===== config.mk =====
export PLATFORM = sky130hd
export DESIGN_NAME = quadrature_decoder_flat
export DESIGN_NICKNAME = d
export VERILOG_FILES = /design/src/rtl/quad_pkg.sv /design/src/rtl/quadrature_decoder_if.sv /design/src/rtl/glitch_filter.sv /design/src/rtl/quadrature_decoder.sv /design/src/flat_wrapper.sv
export SDC_FILE = /design/constraint.sdc
export NUM_CORES = 1
export LEC_CHECK = 0
export BUFFER_PORTS_ARGS = -buffer_cell sky130_fd_sc_hd__buf_4
export CAP_MARGIN = 30
export CORE_MARGIN = 2
export CORE_UTILIZATION = 40
export DETAILED_ROUTE_END_ITERATION = 12
export GPL_TIMING_DRIVEN = 0
export PLACE_DENSITY_LB_ADDON = 0.25
export SLEW_MARGIN = 20
export SYNTH_ARGS = -nofsm -noshare
export SYNTH_HDL_FRONTEND = slang
export SYNTH_SLANG_ARGS = --single-unit

===== constraint.sdc =====
create_clock -name clk_i -period 1.4 [get_ports clk_i]
set_clock_uncertainty 0.05 [all_clocks]
set_input_delay 0.07 -clock clk_i [delete_from_list [all_inputs] [get_ports clk_i]]
set_output_delay 0.07 -clock clk_i [all_outputs]
set_load 0.02 [all_outputs]

===== src/rtl/quad_pkg.sv =====
// Shared types and Gray-code helpers for the quadrature decoder:
// FSM state, the four quadrature levels and the transition classifier.
package quad_pkg;

  typedef enum logic [0:0] {
    INIT  = 1'b0,
    ARMED = 1'b1
  } quad_state_e;

  localparam logic [1:0] GRAY_00 = 2'b00;
  localparam logic [1:0] GRAY_01 = 2'b01;
  localparam logic [1:0] GRAY_11 = 2'b11;
  localparam logic [1:0] GRAY_10 = 2'b10;

  typedef struct packed {
    logic fwd;
    logic rev;
    logic illegal;
  } quad_dir_t;

  // {A,B} forward order is 00 -> 01 -> 11 -> 10 -> 00; a double-bit change is illegal.
  function automatic quad_dir_t quad_dir(input logic [1:0] prev, input logic [1:0] cur);
    quad_dir_t r;
    r = '0;
    case ({prev, cur})
      {GRAY_00, GRAY_01}, {GRAY_01, GRAY_11},
      {GRAY_11, GRAY_10}, {GRAY_10, GRAY_00}: r.fwd = 1'b1;
      {GRAY_01, GRAY_00}, {GRAY_11, GRAY_01},
      {GRAY_10, GRAY_11}, {GRAY_00, GRAY_10}: r.rev = 1'b1;
      default: r.illegal = ((prev ^ cur) == 2'b11);
    endcase
    return r;
  endfunction

endpackage


===== src/rtl/quadrature_decoder_if.sv =====
// Quadrature encoder inputs and step/error outputs of the decoder.
// master = encoder/counter side, slave = decoder.
interface quadrature_decoder_if;
  logic a_i;
  logic b_i;
  logic clear_err_i;
  logic up_o;
  logic down_o;
  logic err_o;
  logic err_sticky_o;
  logic armed_o;

  modport master (
    output a_i, b_i, clear_err_i,
    input  up_o, down_o, err_o, err_sticky_o, armed_o
  );

  modport slave (
    input  a_i, b_i, clear_err_i,
    output up_o, down_o, err_o, err_sticky_o, armed_o
  );
endinterface


===== src/rtl/glitch_filter.sv =====
// One quadrature channel: a plain flop synchroniser followed by a stability filter
// that only moves the output level after filter_cycles_p consecutive differing cycles.
module glitch_filter #(
  parameter int sync_stages_p   = 2,
  parameter int filter_cycles_p = 4,
  parameter int filt_width_p    = $clog2(filter_cycles_p + 1)
) (
  input  logic clk_i,
  input  logic reset_i,
  input  logic load_i,
  input  logic raw_i,
  output logic level_o
);

  localparam logic [filt_width_p-1:0] CNT_LAST = filt_width_p'(filter_cycles_p - 1);

  if (filt_width_p != $clog2(filter_cycles_p + 1)) begin : g_bad_width
    $error("glitch_filter: filt_width_p is derived from filter_cycles_p and must not be overridden");
  end

  logic [sync_stages_p-1:0] sync_q, sync_d;
  logic                     sync_lvl;
  logic                     level_q, level_d;
  logic [filt_width_p-1:0]  cnt_q, cnt_d;

  assign sync_lvl = sync_q[sync_stages_p-1];
  assign level_o  = level_q;

  always_comb begin
    sync_d  = {sync_q[sync_stages_p-2:0], raw_i};
    level_d = level_q;
    cnt_d   = '0;
    if (load_i) begin
      level_d = sync_lvl;
    end else if (sync_lvl != level_q) begin
      // The cycle that completes the run both adopts the new level and restarts the count.
      if (cnt_q == CNT_LAST) begin
        level_d = sync_lvl;
      end else begin
        cnt_d = cnt_q + 1'b1;
      end
    end
  end

  always_ff @(posedge clk_i or posedge reset_i) begin
    if (reset_i) begin
      sync_q  <= '0;
      level_q <= 1'b0;
      cnt_q   <= '0;
    end else begin
      sync_q  <= sync_d;
      level_q <= level_d;
      cnt_q   <= cnt_d;
    end
  end

endmodule


===== src/rtl/quadrature_decoder.sv =====
// Quadrature A/B decoder: synchronise and filter both channels, decode Gray transitions
// into registered up/down step pulses (optionally divided) plus illegal-transition flags.
module quadrature_decoder
  import quad_pkg::*;
#(
  parameter int sync_stages_p    = 2,
  parameter int filter_cycles_p  = 4,
  parameter int steps_per_edge_p = 4,
  parameter int filt_width_p     = $clog2(filter_cycles_p + 1)
) (
  input  logic               clk_i,
  input  logic               reset_i,
  quadrature_decoder_if.slave qd
);

  localparam int INIT_LEN = sync_stages_p + filter_cycles_p;
  localparam int INIT_W   = $clog2(INIT_LEN + 1);
  localparam logic [INIT_W-1:0] INIT_LAST = INIT_W'(INIT_LEN - 1);

  if (sync_stages_p < 2 || sync_stages_p > 4) begin : g_bad_sync
    $error("quadrature_decoder: sync_stages_p must be in 2..4");
  end
  if (filter_cycles_p < 1) begin : g_bad_filter
    $error("quadrature_decoder: filter_cycles_p must be >= 1");
  end
  if (steps_per_edge_p != 1 && steps_per_edge_p != 2 && steps_per_edge_p != 4) begin : g_bad_steps
    $error("quadrature_decoder: steps_per_edge_p must be 1, 2 or 4");
  end
  if (filt_width_p != $clog2(filter_cycles_p + 1)) begin : g_bad_width
    $error("quadrature_decoder: filt_width_p is derived and must not be overridden");
  end

  // Which edges survive the step divider, judged by the level being entered.
  function automatic logic step_kept(input logic [1:0] cur);
    case (steps_per_edge_p)
      4:       return 1'b1;
      2:       return (cur == GRAY_00) || (cur == GRAY_11);
      default: return (cur == GRAY_00);
    endcase
  endfunction

  quad_state_e       state_q, state_d;
  logic [INIT_W-1:0] init_cnt_q, init_cnt_d;
  logic [1:0]        prev_q, prev_d;
  logic              up_q, up_d;
  logic              down_q, down_d;
  logic              err_q, err_d;
  logic              sticky_q, sticky_d;
  logic              a_filt, b_filt;
  logic              load;
  logic [1:0]        cur;
  quad_dir_t         dir;

  assign load = (state_q == INIT);
  assign cur  = {a_filt, b_filt};

  glitch_filter #(
    .sync_stages_p  (sync_stages_p),
    .filter_cycles_p(filter_cycles_p),
    .filt_width_p   (filt_width_p)
  ) u_filt_a (
    .clk_i  (clk_i),
    .reset_i(reset_i),
    .load_i (load),
    .raw_i  (qd.a_i),
    .level_o(a_filt)
  );

  glitch_filter #(
    .sync_stages_p  (sync_stages_p),
    .filter_cycles_p(filter_cycles_p),
    .filt_width_p   (filt_width_p)
  ) u_filt_b (
    .clk_i  (clk_i),
    .reset_i(reset_i),
    .load_i (load),
    .raw_i  (qd.b_i),
    .level_o(b_filt)
  );

  always_comb begin
    state_d    = state_q;
    init_cnt_d = init_cnt_q;
    prev_d     = cur;
    up_d       = 1'b0;
    down_d     = 1'b0;
    err_d      = 1'b0;
    dir        = quad_dir(prev_q, cur);
    case (state_q)
      INIT: begin
        // Let the synchroniser and filter fill with real levels before decoding.
        init_cnt_d = init_cnt_q + 1'b1;
        if (init_cnt_q == INIT_LAST) begin
          state_d = ARMED;
        end
      end
      ARMED: begin
        up_d   = dir.fwd & step_kept(cur);
        down_d = dir.rev & step_kept(cur);
        err_d  = dir.illegal;
      end
      default: state_d = INIT;
    endcase
    sticky_d = err_d | (sticky_q & ~qd.clear_err_i);
  end

  always_ff @(posedge clk_i or posedge reset_i) begin
    if (reset_i) begin
      state_q    <= INIT;
      init_cnt_q <= '0;
      prev_q     <= '0;
      up_q       <= 1'b0;
      down_q     <= 1'b0;
      err_q      <= 1'b0;
      sticky_q   <= 1'b0;
    end else begin
      state_q    <= state_d;
      init_cnt_q <= init_cnt_d;
      prev_q     <= prev_d;
      up_q       <= up_d;
      down_q     <= down_d;
      err_q      <= err_d;
      sticky_q   <= sticky_d;
    end
  end

  assign qd.up_o         = up_q;
  assign qd.down_o       = down_q;
  assign qd.err_o        = err_q;
  assign qd.err_sticky_o = sticky_q;
  assign qd.armed_o      = (state_q == ARMED);

endmodule

===== src/flat_wrapper.sv =====
// flat-port wrapper written by rule: the top's interface ports become plain ports
module quadrature_decoder_flat import quad_pkg::*;
#(
  parameter int sync_stages_p    = 2,
  parameter int filter_cycles_p  = 4,
  parameter int steps_per_edge_p = 4,
  parameter int filt_width_p     = $clog2(filter_cycles_p + 1)
)
  (clk_i, reset_i, qd_a_i, qd_b_i, qd_clear_err_i, qd_up_o, qd_down_o, qd_err_o, qd_err_sticky_o, qd_armed_o);
  quadrature_decoder_if qd_i ();
  input  logic clk_i;
  input  logic reset_i;
  input wire logic [$bits(qd_i.a_i)-1:0] qd_a_i;
  input wire logic [$bits(qd_i.b_i)-1:0] qd_b_i;
  input wire logic [$bits(qd_i.clear_err_i)-1:0] qd_clear_err_i;
  output wire logic [$bits(qd_i.up_o)-1:0] qd_up_o;
  output wire logic [$bits(qd_i.down_o)-1:0] qd_down_o;
  output wire logic [$bits(qd_i.err_o)-1:0] qd_err_o;
  output wire logic [$bits(qd_i.err_sticky_o)-1:0] qd_err_sticky_o;
  output wire logic [$bits(qd_i.armed_o)-1:0] qd_armed_o;
  assign qd_i.a_i = qd_a_i;
  assign qd_i.b_i = qd_b_i;
  assign qd_i.clear_err_i = qd_clear_err_i;
  assign qd_up_o = qd_i.up_o;
  assign qd_down_o = qd_i.down_o;
  assign qd_err_o = qd_i.err_o;
  assign qd_err_sticky_o = qd_i.err_sticky_o;
  assign qd_armed_o = qd_i.armed_o;
  quadrature_decoder #(.sync_stages_p(sync_stages_p), .filter_cycles_p(filter_cycles_p), .steps_per_edge_p(steps_per_edge_p), .filt_width_p(filt_width_p)) u_core (.clk_i(clk_i), .reset_i(reset_i), .qd(qd_i));
endmodule

Word level (Yosys, flattened, before mapping)
Index checks and enable logic that the tools add are counted.
{"block": "op_classes", "n_addsub": 3, "multipliers": 0, "n_div": 0, "n_lt_le_gt_ge": 0, "n_eq_ne": 18, "n_shift": 0, "n_mux": 21, "n_bitwise": 6, "n_reduce_logical": 5}
{"cell": "2-to-1 mux 3 bit", "n": 6}
{"cell": "equality test 4 bit (second input constant)", "n": 4}
{"cell": "2-to-1 mux 1 bit", "n": 15}
{"cell": "adder 3 x 1 -> 3 bit (second input constant)", "n": 3}
{"cell": "equality test 4 x 3 -> 1 bit (second input constant)", "n": 2}
{"cell": "!= test 2 bit (second input constant)", "n": 4}
{"cell": "OR reduction 4 bit", "n": 2}
{"cell": "OR reduction 8 bit", "n": 1}
{"cell": "equality test 3 x 2 -> 1 bit (second input constant)", "n": 2}
{"cell": "equality test 4 x 1 -> 1 bit (second input constant)", "n": 1}
{"cell": "equality test 4 x 2 -> 1 bit (second input constant)", "n": 1}
{"cell": "AND reduction 2 bit", "n": 2}
{"cell": "AND 1 bit", "n": 3}
{"cell": "equality test 3 bit (second input constant)", "n": 1}
{"cell": "equality test 2 bit (second input constant)", "n": 1}
{"cell": "!= test 1 bit", "n": 2}
{"cell": "XOR 2 bit", "n": 1}
{"cell": "NOT 1 bit", "n": 1}
{"cell": "OR 1 bit", "n": 1}
{"block": "word_totals", "regBits": 22, "latchBits": 0, "ram_bits": 0, "rom_bits": 0, "out_inout_bits": 5, "mem_count": 0}

Depth between registers and ports, before layout
Gate-level depths: netlist (run 1).
{"block": "logic_depth", "ltp_word": 5, "mapped_depth": 4}

Modules after synthesis
Synthesis (run 1) repeated with hierarchy kept, for this count alone.
{"block": "unflattened", "hier_cells": 62, "area_unflattened_um2": 857.1}
{"mod": "glitch_filter", "n_inst": 2, "cells_per_inst": 16, "area_each_um2": 230.2, "seq_area_each_um2": 150.1}
{"mod": "quadrature_decoder", "n_inst": 1, "cells_per_inst": 30, "area_each_um2": 396.6, "seq_area_each_um2": 250.2}

Worst setup path after synthesis (run 1)
OpenSTA, ideal clock, no wires.
{"block": "synth_path", "kind": "register -> register", "from": "register u_core.u_filt_a.cnt_q[0]", "to": "register u_core.u_filt_a.level_q, in the netlist u_core.u_filt_a.level_o", "t_arrival_ns": 0.991, "setup_slack_ns": 0.232, "stages_incl_launch_ff": 5, "n_path_buf": 0, "period_less_slack_ns": 1.168, "path_cell_list": "dfrtp_1 > ha_1 > nand2b_1 > nand2_1 > mux2_1"}
{"block": "synth_via", "elab_chain_cells": 3}
{"item": "start, declared", "line_no": "glitch_filter.sv:24", "text": "logic [filt_width_p-1:0] cnt_q, cnt_d;"}
{"item": "start signal, assigned", "line_no": "glitch_filter.sv:53", "text": "cnt_q <= cnt_d;"}
{"item": "equality test 3 x 2 -> 1 bit", "line_no": "glitch_filter.sv:37", "text": "if (cnt_q == CNT_LAST) begin"}
{"item": "!= test 2 bit (no source line)"}
{"item": "AND reduction 2 bit (no source line)"}
{"item": "end signal, assigned", "line_no": "glitch_filter.sv:52", "text": "level_q <= level_d;"}
{"item": "end, declared", "line_no": "glitch_filter.sv:23", "text": "logic level_q, level_d;"}
No other way between the ends.
A chain may end at the register's enable or synchronous reset.

Worst setup path after layout (run 1)
Same ends and word-level chain as after synthesis.

==> impl_metrics.py, run 1 <==
metrics = {
    "outcome": {
        "status": "finished, final reports clean",
    },
    "placed_design": {
        "gp_congestion": 0.697,
        "io_buffers": 9,
        "place_hpwl_um": 843,
    },
    "drt": {
        "top_layer_used": "met4",
        "wl_met3_um": 36,
        "dr.pass1.iters": 3,
        "drt_iter0_markers": 3,
        "dr_wl_met2_um": 629,
        "dr_total_vias": 489,
        "vias_per_cell": 4.66,
        "routed_wl_um": 1190,
        "drc": 0,
        "routedWlPerCell_um": 11.4,
        "ant_nets": 0,
        "wirelength_met1_um": 512,
    },
    "sta": {
        "finalSetupTns_ns": 0,
        "fin_crit_ns": 1.23,
        "rsz0062_at_grt": "false",
        "hold_viol": 0,
        "setup_viol": 0,
        "drv_slew": 0,
        "fin_crit_sh_pct": 88.1,
        "slew_headroom_pct": 46.4,
        "tightest_slew_ns": 0.804,
        "clock.fmax_mhz": 811,
    },
    "critical_path": {
        "r2r-end": "u_core.u_filt_a.level_o",
        "rr_worst_depth": 4,
        "arrival_ns": 1.37,
        "cp.required_ns": 1.54,
        "critPathCaptureType": "register",
        "path_class": "register to register",
        "cp_max_fo": 2,
        "cp-start-kind": "register",
        "worstReg2RegStart": "u_core.u_filt_a.cnt_q[0]",
        "regToRegSetupSlack_ns": 0.17,
    },
    "clock_tree": {
        "cts-buffers-inserted": 3,
        "cts_tree": "built",
        "root_buffer": "clkbuf_4",
        "clock_insertion_delay_worst_skew_ns": 0.30,
        "h-tree-depth": 1,
        "cts_sinks": 22,
        "cts_buffer_depth": 2,
        "path_clk_slew_ns": 0.11,
    },
    "finish": {
        "postLayoutCoreUtil_pct": 51.5,
        "final_layout_size_suffix_gt1_share_pct": 17.9,
        "antenna_cells": 0,
        "layout.nets": 88,
        "syn_to_final_growth_pct": 21.3,
        "fillers": 191,
    },
    "synthesis": {
        "ys_top_cells_by_area": "dfrtp_1 66%, ha_1 6.0%, xor2_1 5.3%",
        "yosysTopAreaCell": "dfrtp_1",
        "syn_nets": 70,
        "synth_area_per_cell_um2": 13.7,
        "syn-cell-area_um2": 833,
        "ys_seq_area_share_pct": 66.1,
        "synth_cell_types": 16,
        "ys_ff_latch": 22,
        "yosysWarnings": 0,
        "netlist.area_leader.share_pct": 66.1,
        "syn_inst": 61,
    },
    "floorplanning": {
        "io_pins": 10,
        "dieArea_um2": 2460,
        "core-area_um2": 1960,
        "std_cell_rows": 16,
        "die_x_um": 49.6,
        "die_h_um": 49.6,
        "start_util_pct": 42.5,
    },
    "grt": {
        "grt_max_degree": 23,
        "overflow": 0,
        "antenna_found_initial": 0,
        "grt_pass1_vias": 558,
        "gr-usage-all-layers_pct": 13.1,
        "grt_first_pass_wirelength_um": 2360,
    },
    "hold_path": {
        "holdPathStages": 0,
        "whs_endpoint": "u_core.u_filt_b.sync_q[1]",
        "hold_start": "u_core.u_filt_b.sync_q[0]",
        "hold_class": "register to register",
    },
    "flow_run": {
        "maxCapViolCount": 0,
    },
    "power": {
        "power_density_nw_per_um2": 1760,
        "p_leak_nw": 0.528,
        "vdd_drop_max_v": 0.000865,
    },
}
-- how the worst max path moves through the flow --
stage	startpoint	end	slack (ns)	depth (start not counted)
3_5_place_dp	u_core.u_filt_a.cnt_q[0]	u_core.u_filt_a.level_o	0.17	4
4_1_cts	u_core.u_filt_a.cnt_q[0]	u_core.u_filt_a.level_o	0.15	4
3_3_place_gp	u_core.u_filt_b.cnt_q[0]	u_core.u_filt_b.level_o	0.20	4
2_1_floorplan	u_core.u_filt_a.cnt_q[0]	u_core.u_filt_a.level_o	0.23	4
6_report	u_core.u_filt_a.cnt_q[0]	u_core.u_filt_a.level_o	0.17	4
5_1_grt	u_core.u_filt_a.cnt_q[0]	u_core.u_filt_a.level_o	0.07	4
-- layout by cell type (no fill, tap or decap) --
master / synthesis / layout
nor3b_1: 1 / 1
and3_1: 2 / 2
xor2_1: 5 / 5
nand3_1: 2 / 2
inv_1: 5 / 5
buf_4: 0 / 9
mux2_1: 2 / 2
clkbuf_4: 0 / 3
buf_2: 1 / 1
dfrtp_1: 22 / 22
clkbuf_8: 0 / 1
nor2_1: 4 / 4
nand2_1: 2 / 2
mux2i_1: 1 / 1
xnor2_1: 3 / 3
dlygate4sd3_1: 0 / 4
a21o_1: 2 / 2
and4b_1: 2 / 2
ha_1: 4 / 4
nand2b_1: 3 / 3
-- what timing repair did --
action / 4_1_cts / 5_1_grt
resized for setup: 0 / 0
endpoints found under the hold margin: 25 / 0
setup buffers: 0 / 0
hold buffers: 4 / 0
-- worst max-delay path: stages, from the launching register on --
cell,delay [ns]
dfrtp_1,0.40
ha_1,0.20
nand2b_1,0.10
nand2_1,0.07
mux2_1,0.31
-- synth_stat cells --
master	instances
nand2_1	2
mux2i_1	1
ha_1	4
and3_1	2
a21o_1	2
and4b_1	2
inv_1	5
mux2_1	2
nand2b_1	3
nand3_1	2
buf_2	1
xor2_1	5
nor2_1	4
dfrtp_1	22
nor3b_1	1
xnor2_1	3
-- power by group --
group | switching, mW | internal, mW
sequential | 0.115 | 0.801
clock | 0.176 | 0.159
combinational | 0.260 | 0.264
total | 0.551 | 1.22
-- logic make-up after synthesis --
logic type      after synthesis  synth area share, %
fa+ha+maj                     4                 6.01
simple gates                 16                 11.0
buf+inv                       6                 2.85
compound gates                2                 1.80
flops                        22                 66.1
mux                           3                 3.90
xor+xnor                      8                 8.41
-- metrics by stage --
step	hold slack (ns)	instances	worst slack (ns)	power [mW]	area, um^2
after detailed placement	0.131	97	0.172	1.47	935
after global placement	0.130	97	0.204	1.42	935
final	0.310	105	0.167	1.78	1010
after CTS	0.312	105	0.155	1.82	1010
after floorplan	0.00923	61	0.232	1.29	833
after global routing	0.321	105	0.0659	1.95	1010
-- state kept, by name (all words and copies together) (netlist names) --
name	flops
u_core.qd.armed_o	1
u_core.u_filt_b.sync_q	2
u_core.qd.err_sticky_o	1
u_core.u_filt_a.sync_q	2
u_core.qd.up_o	1
u_core.u_filt_a.cnt_q	3
u_core.qd.err_o	1
u_core.u_filt_a.level_o	1
u_core.u_filt_b.cnt_q	3
u_core.prev_q	2
u_core.u_filt_b.level_o	1
u_core.qd.down_o	1
u_core.init_cnt_q	3
-- layout make-up --
class | count | area, um^2 | share of cell area (%)
plain buffers | 1 | 5.00 | 0.495
clock buffers | 4 | 36.3 | 3.59
inverters | 5 | 18.8 | 1.86
multi-input cells | 33 | 259 | 25.6
flip-flops and latches | 22 | 551 | 54.5
well taps | 27 | 33.8 | 3.34
repair buffers | 13 | 108 | 10.6
-- layer usage --
metal,vias up,track usage [%]
li1,229,-
met1,249,14.8
met2,9,21.8
met3,2,2.73
met4,0,9.72
met5,-,0
(Power assumes the default switching activity.)
==> run 2: changes to the inputs <==
Settings changed: PLACE_DENSITY set to 0.57, PLACE_DENSITY_LB_ADDON 0.25 to not set.
==> run 2 against run 1 <==
Against the previous run:
- final cell count unchanged
- fmax down 0.49%
- power up 6.8%
- via count down 2.9%
- critical endpoint is now u_core.u_filt_b.level_o
==> impl_metrics.py, run 2 (synthesized netlist as in run 1, its figures left out) <==
metrics = {
    "outcome": {
        "status": "finished, final reports clean",
    },
    "clock_tree": {
        "path_clk_slew_ns": 0.12,
        "cts-buffers-inserted": 3,
        "cts.repair.resized": 0,
        "cts_tree": "built",
        "root_buffer": "clkbuf_4",
        "hold_buffers": 4,
        "cts_buffer_depth": 2,
        "clock_insertion_delay_worst_skew_ns": 0.30,
        "postCtsSetupBuffers": 0,
        "cts_sinks": 22,
        "h-tree-depth": 1,
    },
    "critical_path": {
        "arrival_ns": 1.39,
        "regToRegSetupSlack_ns": 0.16,
        "cp_max_fo": 2,
        "cp_cell_sequence": "ha_1, nand2b_1, nand2_1, mux2_1",
        "cp_num_buf_inv": 0,
        "critPathCaptureType": "register",
        "path_delay_family": "flip-flops",
        "critPathMaxStageDelay_ns": 0.41,
        "cp.required_ns": 1.55,
        "crit_path_top_delay_cell": "dfrtp_1",
        "path_class": "register to register",
        "cp-start-kind": "register",
    },
    "drt": {
        "drt_iter0_markers": 3,
        "routedWlPerCell_um": 10.3,
        "routed_wl_um": 1080,
        "dr.pass1.iters": 4,
        "dr_total_vias": 475,
        "vias_per_cell": 4.52,
        "ant_nets": 0,
        "drc": 0,
    },
    "finish": {
        "syn_to_final_growth_pct": 23.3,
        "reg.largest.list": "u_core.init_cnt_q x3, u_core.u_filt_a.cnt_q x3, u_core.u_filt_b.cnt_q x3",
        "antenna_cells": 0,
        "layout.nets": 88,
        "final_cells": 105,
        "postLayoutCoreUtil_pct": 52.4,
        "final_common_cell": "dfrtp_1",
        "final_layout_size_suffix_gt1_share_pct": 17.9,
        "final_cell_mix": "22 x dfrtp_1, 9 x buf_4, 5 x inv_1, 5 x xor2_1",
        "fin_area_um2": 1030,
    },
    "sta": {
        "setup_viol": 0,
        "drv_slew": 0,
        "clock.fmax_mhz": 807,
        "hold_viol": 0,
        "slew_headroom_pct": 46.9,
        "finalSetupTns_ns": 0,
        "fin_crit_ns": 1.24,
        "rsz0062_at_grt": "false",
        "tightest_slew_ns": 0.795,
        "fin_crit_sh_pct": 88.5,
        "setup_slack_ns": 0.161,
    },
    "grt": {
        "grt_first_pass_wirelength_um": 2070,
        "gr-usage-all-layers_pct": 11.1,
        "overflow": 0,
        "grt_max_degree": 23,
        "grt_pass1_vias": 498,
        "antenna_found_initial": 0,
    },
    "floorplanning": {
        "dieArea_um2": 2460,
        "std_cell_rows": 16,
        "die_h_um": 49.6,
        "start_util_pct": 42.5,
        "io_pins": 10,
        "die_x_um": 49.6,
        "core-area_um2": 1960,
    },
    "placed_design": {
        "io_buffers": 9,
        "dp_slack_ns": 0.177,
        "place_area_um2": 935,
        "gp_congestion": 0.692,
        "place_hpwl_um": 757,
        "dp.cells": 97,
    },
    "power": {
        "combPwrFrac_pct": 26.9,
        "clkPwrFrac_pct": 24.8,
        "seq_power_share_pct": 48.3,
        "vdd_drop_max_v": 0.000877,
        "p_leak_nw": 0.535,
        "p_sw_mw": 0.542,
        "cellInternalPower_mw": 1.35,
        "power_density_nw_per_um2": 1850,
        "switching_share_pct": 28.6,
    },
    "hold_path": {
        "hold_class": "register to register",
    },
    "flow_run": {
        "maxCapViolCount": 0,
    },
}
-- run 2: cell types whose count changed in the layout (fill, tap and decap cells not counted) --
cell	delta
clkbuf_8	-1
bufinv_16	+1
-- run 2: layout make-up --
class | count | area (um^2)
buffer | 1 | 5.00
clock buffer | 3 | 22.5
clock inverter | 1 | 30.0
fill | 186 | 935
inverter | 5 | 18.8
multi-input combinational | 33 | 259
sequential | 22 | 551
tap | 27 | 33.8
timing repair buffer | 13 | 108
-- run 2: power by group through the flow --
stage	logic (mW)	clock network, mW	registers [mW]
2_1_floorplan	0.317	0	0.971
3_3_place_gp	0.497	0	0.924
3_5_place_dp	0.513	0	0.934
4_1_cts	0.522	0.486	0.920
5_1_grt	0.586	0.531	0.943
6_report	0.510	0.471	0.915
-- run 2: metrics by stage --
step                power (mW)  hold slack (ns)
floorplan                 1.29          0.00923
global route              2.06            0.322
global placement          1.42            0.129
detailed placement        1.45            0.130
CTS                       1.93            0.313
finish                    1.90            0.309
-- run 2: final timing paths --
| kind | startpoint | to | cells past startpoint |
|---|---|---|---|
| min | u_core.u_filt_a.sync_q[0] | u_core.u_filt_a.sync_q[1] | 0 |
| max | u_core.u_filt_b.cnt_q[0] | u_core.u_filt_b.level_o | 4 |
| max in group asynchronous | reset_i | u_core.prev_q[1] | 3 |
| max reg2reg | u_core.u_filt_b.cnt_q[0] | u_core.u_filt_b.level_o | 4 |
| min reg2reg | u_core.u_filt_a.sync_q[0] | u_core.u_filt_a.sync_q[1] | 0 |
| min in group asynchronous | reset_i | u_core.init_cnt_q[0] | 3 |
-- run 2: per-layer routing --
metal,global-route usage [%],wire [um],share of wire [%],vias up
li1,-,-,-,230
met5,0,0,0,-
met4,5.56,14,1.3,0
met1,13.2,501,46,233
met2,18.4,525,49,10
met3,2.73,39,3.6,2
==> run 3: changes to the inputs <==
Settings changed: CORE_MARGIN 2 to 1.5, CORE_UTILIZATION 40 to 50, PLACE_DENSITY 0.57 to 0.69.
==> run 3 against run 2 <==
Against the previous run:
- design area decreased by 2.9%
- global-route usage increased by 2.5 points
- wire length increased by 1.3%
- die area decreased by 22%
- worst hold slack improved by 0.0034 ns
- clock power decreased by 28%
- first-iteration DRC count decreased by 100%
- critical endpoint unchanged
- worst setup slack about the same
- critical path depth unchanged
- non-clock buffer count unchanged
- final cell count decreased by 10%
- sequential share of layout area increased by 1.6 points
==> impl_metrics.py, run 3 (synthesized netlist as in run 1, its figures left out) <==
metrics = {
    "sta": {
        "slew_headroom_pct": 47.4,
        "fin_crit_sh_pct": 88.5,
        "rsz0062_at_grt": "false",
        "clock.fmax_mhz": 807,
        "drv_slew": 0,
        "setup_viol": 0,
        "tightest_slew_ns": 0.788,
        "finalSetupTns_ns": 0,
        "fin_crit_ns": 1.24,
        "hold_viol": 0,
    },
    "power": {
        "power_density_nw_per_um2": 1770,
        "power_mw": 1.77,
        "p_leak_nw": 0.528,
        "vdd_drop_max_v": 0.000881,
    },
    "clock_tree": {
        "cts.repair.resized": 0,
        "root_buffer": "clkbuf_4",
        "clock_insertion_delay_worst_skew_ns": 0.30,
        "path_clk_slew_ns": 0.12,
        "cts-buffers-inserted": 3,
        "h-tree-depth": 1,
        "cts_sinks": 22,
        "cts_buffer_depth": 2,
        "cts_tree": "built",
    },
    "finish": {
        "reg.largest.list": "u_core.init_cnt_q x3, u_core.u_filt_a.cnt_q x3, u_core.u_filt_b.cnt_q x3",
        "antenna_cells": 0,
        "layout.nets": 88,
        "final_cells": 94,
        "fillers": 125,
        "syn_to_final_growth_pct": 19.7,
        "final_common_cell": "dfrtp_1",
        "final_layout_size_suffix_gt1_share_pct": 17.9,
        "final_cell_mix": "22 x dfrtp_1, 9 x buf_4, 5 x inv_1, 5 x xor2_1",
    },
    "grt": {
        "overflow": 0,
        "grt_max_degree": 23,
        "grt_pass1_vias": 471,
        "grt_first_pass_wirelength_um": 1890,
        "gr-usage-all-layers_pct": 13.6,
        "antenna_found_initial": 0,
    },
    "critical_path": {
        "cp_max_fo": 2,
        "cp.required_ns": 1.54,
        "arrival_ns": 1.38,
        "cp-start-kind": "register",
        "path_class": "register to register",
        "regToRegSetupSlack_ns": 0.16,
        "rr_worst_depth": 4,
        "critPathCaptureType": "register",
    },
    "floorplanning": {
        "die_h_um": 43.8,
        "core-area_um2": 1540,
        "start_util_pct": 54.1,
        "dieArea_um2": 1920,
        "std_cell_rows": 14,
        "io_pins": 10,
        "die_x_um": 43.8,
    },
    "hold_path": {
        "holdPathStages": 0,
        "hold_class": "register to register",
    },
    "drt": {
        "vias_per_cell": 4.99,
        "ant_nets": 0,
        "drc": 0,
        "dr.pass1.iters": 1,
        "dr_total_vias": 469,
        "drt_iter0_markers": 0,
        "routed_wl_um": 1090,
        "routedWlPerCell_um": 11.6,
    },
    "placed_design": {
        "dp.cells": 86,
        "io_buffers": 9,
        "gp_congestion": 0.664,
        "place_hpwl_um": 731,
    },
    "flow_run": {
        "maxCapViolCount": 0,
    },
    "outcome": {
        "status": "finished, final reports clean",
    },
}
## run 3: changes by cell type in the layout (fill, tap and decap cells not counted)
| cell | change |
|---|---|
| clkbuf_8 | +1 |
| bufinv_16 | -1 |
## run 3: routing by layer
metal,vias to the layer above,wire length [um],track usage (%)
met4,0,15,7.27
met5,-,0,0
met2,7,529,22.4
met3,2,28,2.50
met1,226,520,16.9
li1,234,-,-
## run 3: area by class of cell
type | count | area (um^2) | area share, %
Buffer | 1 | 5.00 | 0.502
Multi-Input combinational cell | 33 | 259 | 26.0
Sequential cell | 22 | 551 | 55.2
Tap cell | 16 | 20.0 | 2.01
Timing Repair Buffer | 13 | 108 | 10.8
Clock buffer | 4 | 36.3 | 3.64
Inverter | 5 | 18.8 | 1.88
## run 3: critical path, stage by stage (launching register included)
cell      delay [ns]
dfrtp_1         0.41
ha_1            0.21
nand2b_1        0.09
nand2_1         0.06
mux2_1          0.31
## run 3: metrics by stage
step | setup WS (ns) | hold WS, ns | util, % | area, um^2
6_report | 0.160 | 0.312 | 64.7 | 997
5_1_grt | 0.0746 | 0.325 | 64.7 | 997
4_1_cts | 0.154 | 0.315 | 64.7 | 997
3_5_place_dp | 0.177 | 0.130 | 59.7 | 921
3_3_place_gp | 0.200 | 0.129 | 59.7 | 921
2_1_floorplan | 0.232 | 0.00923 | - | 833
## run 3: power breakdown
part           switching (mW)  internal [mW]  total [mW]  leakage (nW)
Clock                   0.183          0.158       0.341        0.0210
Combinational           0.246          0.264       0.511         0.243
Sequential              0.115          0.801       0.916         0.264
Total                   0.544           1.22        1.77         0.528
## run 3: path summary, 6_finish.rpt
kind,end,from
hold reg to reg,u_core.u_filt_b.sync_q[1],u_core.u_filt_b.sync_q[0]
hold / removal,u_core.u_filt_b.sync_q[1],u_core.u_filt_b.sync_q[0]
max in group asynchronous,u_core.qd.down_o,reset_i
setup reg to reg,u_core.u_filt_b.level_o,u_core.u_filt_b.cnt_q[0]
setup / recovery,u_core.u_filt_b.level_o,u_core.u_filt_b.cnt_q[0]
min in group asynchronous,u_core.init_cnt_q[0],reset_i
## run 3: what timing repair did
action / 4_1_cts / 5_1_grt
hold endpoints to repair: 25 / 0
buffers inserted: 0 / 0
hold buffers: 4 / 0
